File: config.mk
export PLATFORM = sky130hd
export DESIGN_NAME = bram_tdp_flat
export DESIGN_NICKNAME = d
export VERILOG_FILES = /design/src/rtl/bram_tdp_if.sv /design/src/rtl/bram_tdp.sv /design/src/flat_wrapper.sv
export SDC_FILE = /design/constraint.sdc
export NUM_CORES = 2
export LEC_CHECK = 0
export ABC_AREA = 0
export CAP_MARGIN = 20
export CORE_MARGIN = 5
export CORE_UTILIZATION = 45
export CTS_BUF_LIST = sky130_fd_sc_hd__clkbuf_4
export DETAILED_ROUTE_END_ITERATION = 10
export SETUP_SLACK_MARGIN = 0.3
export SLEW_MARGIN = 30
export SYNTH_ARGS = -nofsm -noshare
export SYNTH_HDL_FRONTEND = slang
export SYNTH_SLANG_ARGS = --single-unit
File: constraint.sdc
create_clock -name CLK -period 2.45 [get_ports CLK]
set_clock_uncertainty 0.05 [all_clocks]
set_input_delay 0.6125 -clock CLK [delete_from_list [all_inputs] [get_ports CLK]]
set_output_delay 0.6125 -clock CLK [all_outputs]
set_load 0.03 [all_outputs]
File: src/rtl/bram_tdp_if.sv
// One access port of the true-dual-port block RAM: request signals from the
// requester, read data and read-valid strobe back from the RAM.
interface bram_tdp_if #(
   parameter int DATA_W = 4,
   parameter int ADDR_W = 9
);
   logic              EN;
   logic              WE;
   logic [ADDR_W-1:0] ADDR;
   logic [DATA_W-1:0] WDATA;
   logic [DATA_W-1:0] RDATA;
   logic              RVALID;

   modport master (
      output EN, WE, ADDR, WDATA,
      input  RDATA, RVALID
   );

   modport slave (
      input  EN, WE, ADDR, WDATA,
      output RDATA, RVALID
   );
endinterface

File: src/rtl/bram_tdp.sv
// Parametrised true-dual-port block RAM with per-port write mode, optional
// output register and read-valid strobes that follow the read latency.
module bram_tdp #(
   parameter int DATA_W     = 4,
   parameter int ADDR_W     = 9,
   parameter int OUT_REG    = 0,
   parameter int WRITE_MODE = 0
) (
   input  logic           CLK,
   input  logic           RST,
   bram_tdp_if.slave      A,
   bram_tdp_if.slave      B
);
   localparam int DEPTH = 2 ** ADDR_W;

   // Port 0 is A, port 1 is B, so both read pipelines share one generate body.
   logic [1:0]        en;
   logic [1:0]        we;
   logic [ADDR_W-1:0] addr  [2];
   logic [DATA_W-1:0] wdata [2];
   logic [DATA_W-1:0] rdata [2];
   logic [1:0]        rvalid;

   assign en[0]    = A.EN;
   assign we[0]    = A.WE;
   assign addr[0]  = A.ADDR;
   assign wdata[0] = A.WDATA;
   assign en[1]    = B.EN;
   assign we[1]    = B.WE;
   assign addr[1]  = B.ADDR;
   assign wdata[1] = B.WDATA;

   assign A.RDATA  = rdata[0];
   assign A.RVALID = rvalid[0];
   assign B.RDATA  = rdata[1];
   assign B.RVALID = rvalid[1];

   logic [DATA_W-1:0] mem_q [DEPTH] = '{default: '0};
   logic              wr_a;
   logic              wr_b;

   // On a same-address double write port A wins and B's write is dropped.
   assign wr_a = en[0] && we[0] && !RST;
   assign wr_b = en[1] && we[1] && !RST && !(wr_a && (addr[0] == addr[1]));

   // NOTE: the array has no reset branch so it maps onto block RAM; RST only gates writes.
   always_ff @(posedge CLK) begin
      if (wr_a) mem_q[addr[0]] <= wdata[0];
      if (wr_b) mem_q[addr[1]] <= wdata[1];
   end

   for (genvar p = 0; p < 2; p++) begin : g_port
      logic [DATA_W-1:0] rd1_d;
      logic [DATA_W-1:0] rd1_q;
      logic              vld1_d;
      logic              vld1_q;

      // NOTE: hold value assigned first so a disabled port cannot infer a latch.
      always_comb begin
         rd1_d = rd1_q;
         if (en[p]) begin
            if (!we[p] || (WRITE_MODE == 0)) rd1_d = mem_q[addr[p]];
            else if (WRITE_MODE == 1)        rd1_d = wdata[p];
         end
      end

      assign vld1_d = en[p] && !(we[p] && (WRITE_MODE == 2));

      // NOTE: non-blocking updates give both ports the pre-edge memory word on a cross-port hit.
      always_ff @(posedge CLK or posedge RST) begin
         if (RST) begin
            rd1_q  <= '0;
            vld1_q <= 1'b0;
         end else begin
            rd1_q  <= rd1_d;
            vld1_q <= vld1_d;
         end
      end

      if (OUT_REG != 0) begin : g_oreg
         logic [DATA_W-1:0] rd2_q;
         logic              vld2_q;

         always_ff @(posedge CLK or posedge RST) begin
            if (RST) begin
               rd2_q  <= '0;
               vld2_q <= 1'b0;
            end else begin
               rd2_q  <= rd1_q;
               vld2_q <= vld1_q;
            end
         end

         assign rdata[p]  = rd2_q;
         assign rvalid[p] = vld2_q;
      end else begin : g_noreg
         assign rdata[p]  = rd1_q;
         assign rvalid[p] = vld1_q;
      end
   end
endmodule

File: src/flat_wrapper.sv
// flat-port wrapper written by rule: the top's interface ports become plain ports
module bram_tdp_flat 
#(
   parameter int DATA_W     = 4,
   parameter int ADDR_W     = 9,
   parameter int OUT_REG    = 0,
   parameter int WRITE_MODE = 0
)
  (CLK, RST, A_EN, A_WE, A_ADDR, A_WDATA, A_RDATA, A_RVALID, B_EN, B_WE, B_ADDR, B_WDATA, B_RDATA, B_RVALID);
  bram_tdp_if #(.DATA_W(DATA_W), .ADDR_W(ADDR_W)) A_i ();
  bram_tdp_if #(.DATA_W(DATA_W), .ADDR_W(ADDR_W)) B_i ();
  input  logic CLK;
  input  logic RST;
  input wire logic [$bits(A_i.EN)-1:0] A_EN;
  input wire logic [$bits(A_i.WE)-1:0] A_WE;
  input wire logic [$bits(A_i.ADDR)-1:0] A_ADDR;
  input wire logic [$bits(A_i.WDATA)-1:0] A_WDATA;
  output wire logic [$bits(A_i.RDATA)-1:0] A_RDATA;
  output wire logic [$bits(A_i.RVALID)-1:0] A_RVALID;
  input wire logic [$bits(B_i.EN)-1:0] B_EN;
  input wire logic [$bits(B_i.WE)-1:0] B_WE;
  input wire logic [$bits(B_i.ADDR)-1:0] B_ADDR;
  input wire logic [$bits(B_i.WDATA)-1:0] B_WDATA;
  output wire logic [$bits(B_i.RDATA)-1:0] B_RDATA;
  output wire logic [$bits(B_i.RVALID)-1:0] B_RVALID;
  assign A_i.EN = A_EN;
  assign A_i.WE = A_WE;
  assign A_i.ADDR = A_ADDR;
  assign A_i.WDATA = A_WDATA;
  assign A_RDATA = A_i.RDATA;
  assign A_RVALID = A_i.RVALID;
  assign B_i.EN = B_EN;
  assign B_i.WE = B_WE;
  assign B_i.ADDR = B_ADDR;
  assign B_i.WDATA = B_WDATA;
  assign B_RDATA = B_i.RDATA;
  assign B_RVALID = B_i.RVALID;
  bram_tdp #(.DATA_W(DATA_W), .ADDR_W(ADDR_W), .OUT_REG(OUT_REG), .WRITE_MODE(WRITE_MODE)) u_core (.CLK(CLK), .RST(RST), .A(A_i), .B(B_i));
endmodule
; ---- Yosys cells after proc, flatten, opt, wreduce, memory -nomap -nowiden
; Memory sizes are Yosys's and may differ from the RTL's. A register that Yosys moved wholly into a read port is not among the register bits.
; Index checks and enable logic that the tools add are counted.
[word_totals]
reg_bits = 2
mem_bits_rw = 2048
in_bits = 32
memories = 1
[classes]
eq_ne = 1
muxes = 4
n_reduce_logical = 8
[memory_table]
columns = name, words, word_bits, rd, rd_clocked_by_memory_dff, wr, line_no
row1 = u_core.mem_q, 512, 4, 2, 2, 2, bram_tdp.sv:38  ; logic [DATA_W-1:0] mem_q [DEPTH] = '{default: '0};
[op_table]
columns = cell, n
row1 = $eq 9x9->1, 1
row2 = $logic_and 1x1->1, 6
row3 = $mux 1, 4
row4 = $logic_not 1->1, 2

; ---- Depth between registers and ports, before layout
[logic_depth]
word_depth = 7
ltp_mapped = 14
ltp_nobuf = 7

; ---- Least setup slack after synthesis
; OpenSTA, ideal clock, no wires.
[synth_timing]
path_type = input to register
start = input port A_ADDR[0]
end = memory u_core.mem_q[225][0] (enable)
setup_time_ns = 0.361
arrival_ns = 2.972
required_ns = 2.039
setup_slack_ns = -0.934
stages = 10
path_buffers = 6
cell_sequence = buf_4 buf_2 buf_2 inv_1 buf_2 buf_2 nor4_1 nand2_1 buf_1 o21ai_0
[synth_rtl]
columns = item, line_no
row1 = from (decl), flat_wrapper.sv:16  ; input wire logic [$bits(A_i.ADDR)-1:0] A_ADDR;
row2 = to (decl), bram_tdp.sv:38

==> impl_metrics.env <==
export IMPL_outcome="finished, violations left"
export IMPL_failed_checks="hold timing, setup timing"
export IMPL_main_combinational_cell_family_by_area_after_synthesis="multiplexers"
export IMPL_static_leakage_power_nw=52.88
export IMPL_fillerInstances=22530
export IMPL_remaining_max_slew_budget_at_the_tightest_pin_pct=20.59
export IMPL_timing_hold_violations_final=2
export IMPL_yosys_most_used_dff="sky130_fd_sc_hd__edfxtp_1"
export IMPL_clk_latency_ns=1.67
export IMPL_grt_start_max_net_pins=91
export IMPL_routed_via_density=7.033
export IMPL_critical_path_peak_fanout=2
export IMPL_die_w_um=538.8
export IMPL_globalplace_congestion=1.065
export IMPL_worst_path_buf_inv=2
export IMPL_post_layout_total_power_mw=84.67
export IMPL_yosys_area_share_adder_pct=0
export IMPL_peakVddDrop_v=0.0004545
export IMPL_cell_family_with_most_cp_delay="multiplexers"
export IMPL_first_global_vias=96130
export IMPL_floorplan_rows=194
export IMPL_grt_setup_unrepaired="yes"
export IMPL_fin_worst_hold_slack_ns=-0.02531
export IMPL_tritoncts_num_sinks=2058
export IMPL_timing_final_crit_share_pct=127.5
export IMPL_place_port_buffers=41
export IMPL_initial_standard_cell_utilization_of_the_core_pct=45.12
export IMPL_proportion_of_layout_cells_with_a_drive_suffix_above_1_pct=65.29
export IMPL_cp_arrival_ns=4.57
export IMPL_postSynthCellCount=8360
export IMPL_layout_setup_ws_ns=-0.6730
export IMPL_first_pass_grt_wire_length_mm=786.5
export IMPL_tightest_slew_ns=1.187
export IMPL_io_pins=42
export IMPL_crit_required_ns=3.90
export IMPL_avg_inst_size_synth_um2=15.05
export IMPL_route_vias_total=97600
export IMPL_critPathCaptureType="register"
export IMPL_netlist_area_leader_share_pct=48.87
export IMPL_routedLengthMet1_mm=205.2
export IMPL_asyncSetResetFlopFracSynth_pct=0.4859
export IMPL_clkSlewWorstSetupHoldPaths_ns=0.08
export IMPL_synth_compound_area_share_pct=4.376
export IMPL_dr_first_iter_drc_count=14010
export IMPL_worst_r2r_setup_slack_ns=-0.67
export IMPL_setup_total_neg_slack_ns=-8.471
export IMPL_number_of_synthesized_flops_with_an_enable_pin=2048
export IMPL_muxShareOfSynthArea_pct=39.69
export IMPL_critical_path_class="register to register"
export IMPL_dp_hpwl_mm=407.6
export IMPL_p_per_area_nw_per_um2=540.1
export IMPL_dr_wl_met3_mm=73.96
export IMPL_design_core_area_um2=278900
export IMPL_worst_hold_path_type="primary input to register"
export IMPL_cts_tree="built"
export IMPL_synthToLayoutAreaGrowth_pct=24.56
export IMPL_slew_viol_final=0
export IMPL_sum_of_overflow_across_all_layers_after_global_routing=0
export IMPL_clk_root_buffer_cell="sky130_fd_sc_hd__clkbuf_4"
export IMPL_synth_xor_xnor_area_share_pct=0.06264
export IMPL_synth_seq_area_share_pct=49.07
export IMPL_numCtsBuffers=587
export IMPL_placed_cell_area_um2=147300
export IMPL_finalInstanceArea_um2=156800
export IMPL_kind_of_start_point_of_the_critical_path="register"
export IMPL_cts_buffer_depth=4
export IMPL_cap_violations=0
export IMPL_yosys_cell_types_count=67
export IMPL_slowest_delay_ns=0.59
export IMPL_crit_path_max_delay_cell_type="sky130_fd_sc_hd__mux4_2"
export IMPL_antenna_left=0
export IMPL_synth_simple_gate_area_share_pct=3.354
export IMPL_finalSetupViolCount=18
export IMPL_wl_per_cell_um=41.57
export IMPL_placement_setup_worst_slack_ns=-2.064
export IMPL_post_route_drc_count=0
export IMPL_wirelength_mm=576.9
export IMPL_die_height_um=538.8
export IMPL_peak_clock_frequency_supported_by_timing_ghz=0.3202
export IMPL_cts_htree_levels=6
export IMPL_timing_critical_path_cells="mux4_2 > mux4_2 > nor2b_4 > a211oi_2 > buf_4 > nand4_1 > nor4_4 > buf_4 > a31oi_1"
export IMPL_met2RoutedLength_mm=252.7
export IMPL_min_period_ns=3.123
export IMPL_initial_antenna_violation_count=47
export IMPL_gr_usage_all_layers_pct=38.44
export IMPL_nets_final=9708
export IMPL_postSynthNetCount=8392
export IMPL_die_area_um2=290300
export IMPL_synthTopCellsByArea="sky130_fd_sc_hd__edfxtp_1 49%, sky130_fd_sc_hd__mux4_2 19%, sky130_fd_sc_hd__mux2_2 19%"
export IMPL_post_synth_most_frequent_cells="2,073 x sky130_fd_sc_hd__mux2_2, 2,048 x sky130_fd_sc_hd__edfxtp_1, 1,085 x sky130_fd_sc_hd__mux4_2, 740 x sky130_fd_sc_hd__clkbuf_1, 476 x sky130_fd_sc_hd__nand2_1"
export IMPL_highest_signal_layer="met5"
export IMPL_synth_most_common_cell="sky130_fd_sc_hd__mux2_2"
export IMPL_synth_seq_cells=2058
export IMPL_syn_cell_area_um2=125800
export IMPL_synth_warning_count=0
export IMPL_drt_pre_antenna_iters=6
export IMPL_yosys_area_top_type="sky130_fd_sc_hd__edfxtp_1"
==> registers in the layout, summed over array words and instances, names as in the netlist <==
| signal | cells |
|---|---|
| u_core.mem_q | 2048 |
| u_core.B.RDATA | 4 |
| u_core.B.RVALID | 1 |
| u_core.A.RDATA | 4 |
| u_core.A.RVALID | 1 |
==> stage by stage <==
| step | util, % | std cells |
|---|---|---|
| 6_report | 56.20 | 13880 |
| 5_1_grt | 56.17 | 13840 |
| 4_1_cts | 55.81 | 13810 |
| 3_5_place_dp | 52.82 | 12760 |
| 3_3_place_gp | 52.82 | 12760 |
| 2_1_floorplan | - | 8360 |
==> logic make-up after synthesis <==
| group | count (synthesis) |
|---|---|
| multiplexers | 3375 |
| flip-flops | 2058 |
| buffers and inverters | 1041 |
| AND/OR/NAND/NOR | 987 |
| AO/OA/AOI/OAI | 890 |
| XOR/XNOR | 9 |
==> worst paths after layout <==
check / start / to / cells past startpoint
worst max-delay path: u_core.mem_q[59][3] / u_core.A.RDATA[3] / 9
worst min-delay path: B_ADDR[7] / u_core.B.RDATA[2] / 7
worst max register to register: u_core.mem_q[59][3] / u_core.A.RDATA[3] / 9
worst min register to register: u_core.B.RDATA[3] / u_core.B.RDATA[3] / 1
max in group asynchronous: RST / u_core.A.RDATA[3] / 6
min in group asynchronous: RST / u_core.B.RDATA[2] / 6
==> tightest hold or removal path, stage by stage <==
cell and delay (ns):
sky130_fd_sc_hd__dlymetal6s2s_1 0.15, sky130_fd_sc_hd__buf_12 0.16, sky130_fd_sc_hd__buf_12 0.12, sky130_fd_sc_hd__nor2_1 0.17
sky130_fd_sc_hd__a221o_1 0.24, sky130_fd_sc_hd__a21oi_2 0.07, sky130_fd_sc_hd__a41oi_2 0.11
==> cells in the final DEF (no fill, tap or decap), types with 18 or more instances in the layout <==
cell / instances
sky130_fd_sc_hd__a21oi_1: 41
sky130_fd_sc_hd__a22o_1: 18
sky130_fd_sc_hd__a22oi_1: 95
sky130_fd_sc_hd__a22oi_2: 29
sky130_fd_sc_hd__buf_12: 385
sky130_fd_sc_hd__buf_4: 1286
sky130_fd_sc_hd__buf_6: 27
sky130_fd_sc_hd__clkbuf_4: 843
sky130_fd_sc_hd__clkinv_1: 102
sky130_fd_sc_hd__clkinv_2: 20
sky130_fd_sc_hd__diode_2: 43
sky130_fd_sc_hd__dlygate4sd3_1: 24
sky130_fd_sc_hd__edfxtp_1: 2048
sky130_fd_sc_hd__mux2_2: 2072
sky130_fd_sc_hd__mux2i_1: 212
sky130_fd_sc_hd__mux4_2: 1085
sky130_fd_sc_hd__nand2_1: 422
sky130_fd_sc_hd__nand2_2: 22
sky130_fd_sc_hd__nand2_4: 28
sky130_fd_sc_hd__nand3_1: 58
sky130_fd_sc_hd__nor2_1: 107
sky130_fd_sc_hd__nor2_2: 113
sky130_fd_sc_hd__nor2_4: 66
sky130_fd_sc_hd__nor3_1: 29
sky130_fd_sc_hd__o21ai_0: 75
sky130_fd_sc_hd__o21ai_1: 35
sky130_fd_sc_hd__o21ai_2: 227
sky130_fd_sc_hd__o22ai_1: 42
sky130_fd_sc_hd__o22ai_2: 137
sky130_fd_sc_hd__o22ai_4: 53
==> where the power goes <==
| group | internal, mW | total, mW | leakage (nW) | switching [mW] |
|---|---|---|---|---|
| clock | 17.0 | 33.5 | 4.41 | 16.5 |
| sequential | 38.7 | 38.8 | 18.5 | 0.0838 |
| combinational | 5.35 | 12.4 | 30.0 | 7.04 |
| total | 61.1 | 84.7 | 52.9 | 23.6 |
==> layer usage <==
metal,global-route usage [%],up-vias
li1,-,37230
met1,49.11,50750
met2,56.06,7779
met3,12.62,1804
met4,25.32,36
met5,0,-
==> area by class of cell <==
| cell class | count | area (um^2) | area share [%] |
|---|---|---|---|
| inverters | 8 | 40.04 | 0.02554 |
| well taps | 3724 | 4659 | 2.973 |
| clock inverters | 180 | 1165 | 0.7431 |
| clock buffers | 843 | 6329 | 4.037 |
| flip-flops and latches | 2058 | 61760 | 39.40 |
| repair buffers | 1758 | 18430 | 11.76 |
| diodes | 43 | 107.6 | 0.06865 |
| multi-input cells | 5263 | 64260 | 40.99 |
==> timing repair <==
item / CTS / global route
hold endpoints to repair: 2064 / 3
cloned: 0 / 6
buffers inserted: 2 / 16
setup endpoints to repair: 58 / 2188
pin swaps: 39 / 27
gates resized for setup: 191 / 224
hold buffers: 21 / 4
No activity file was read; power rests on OpenSTA's default activity.
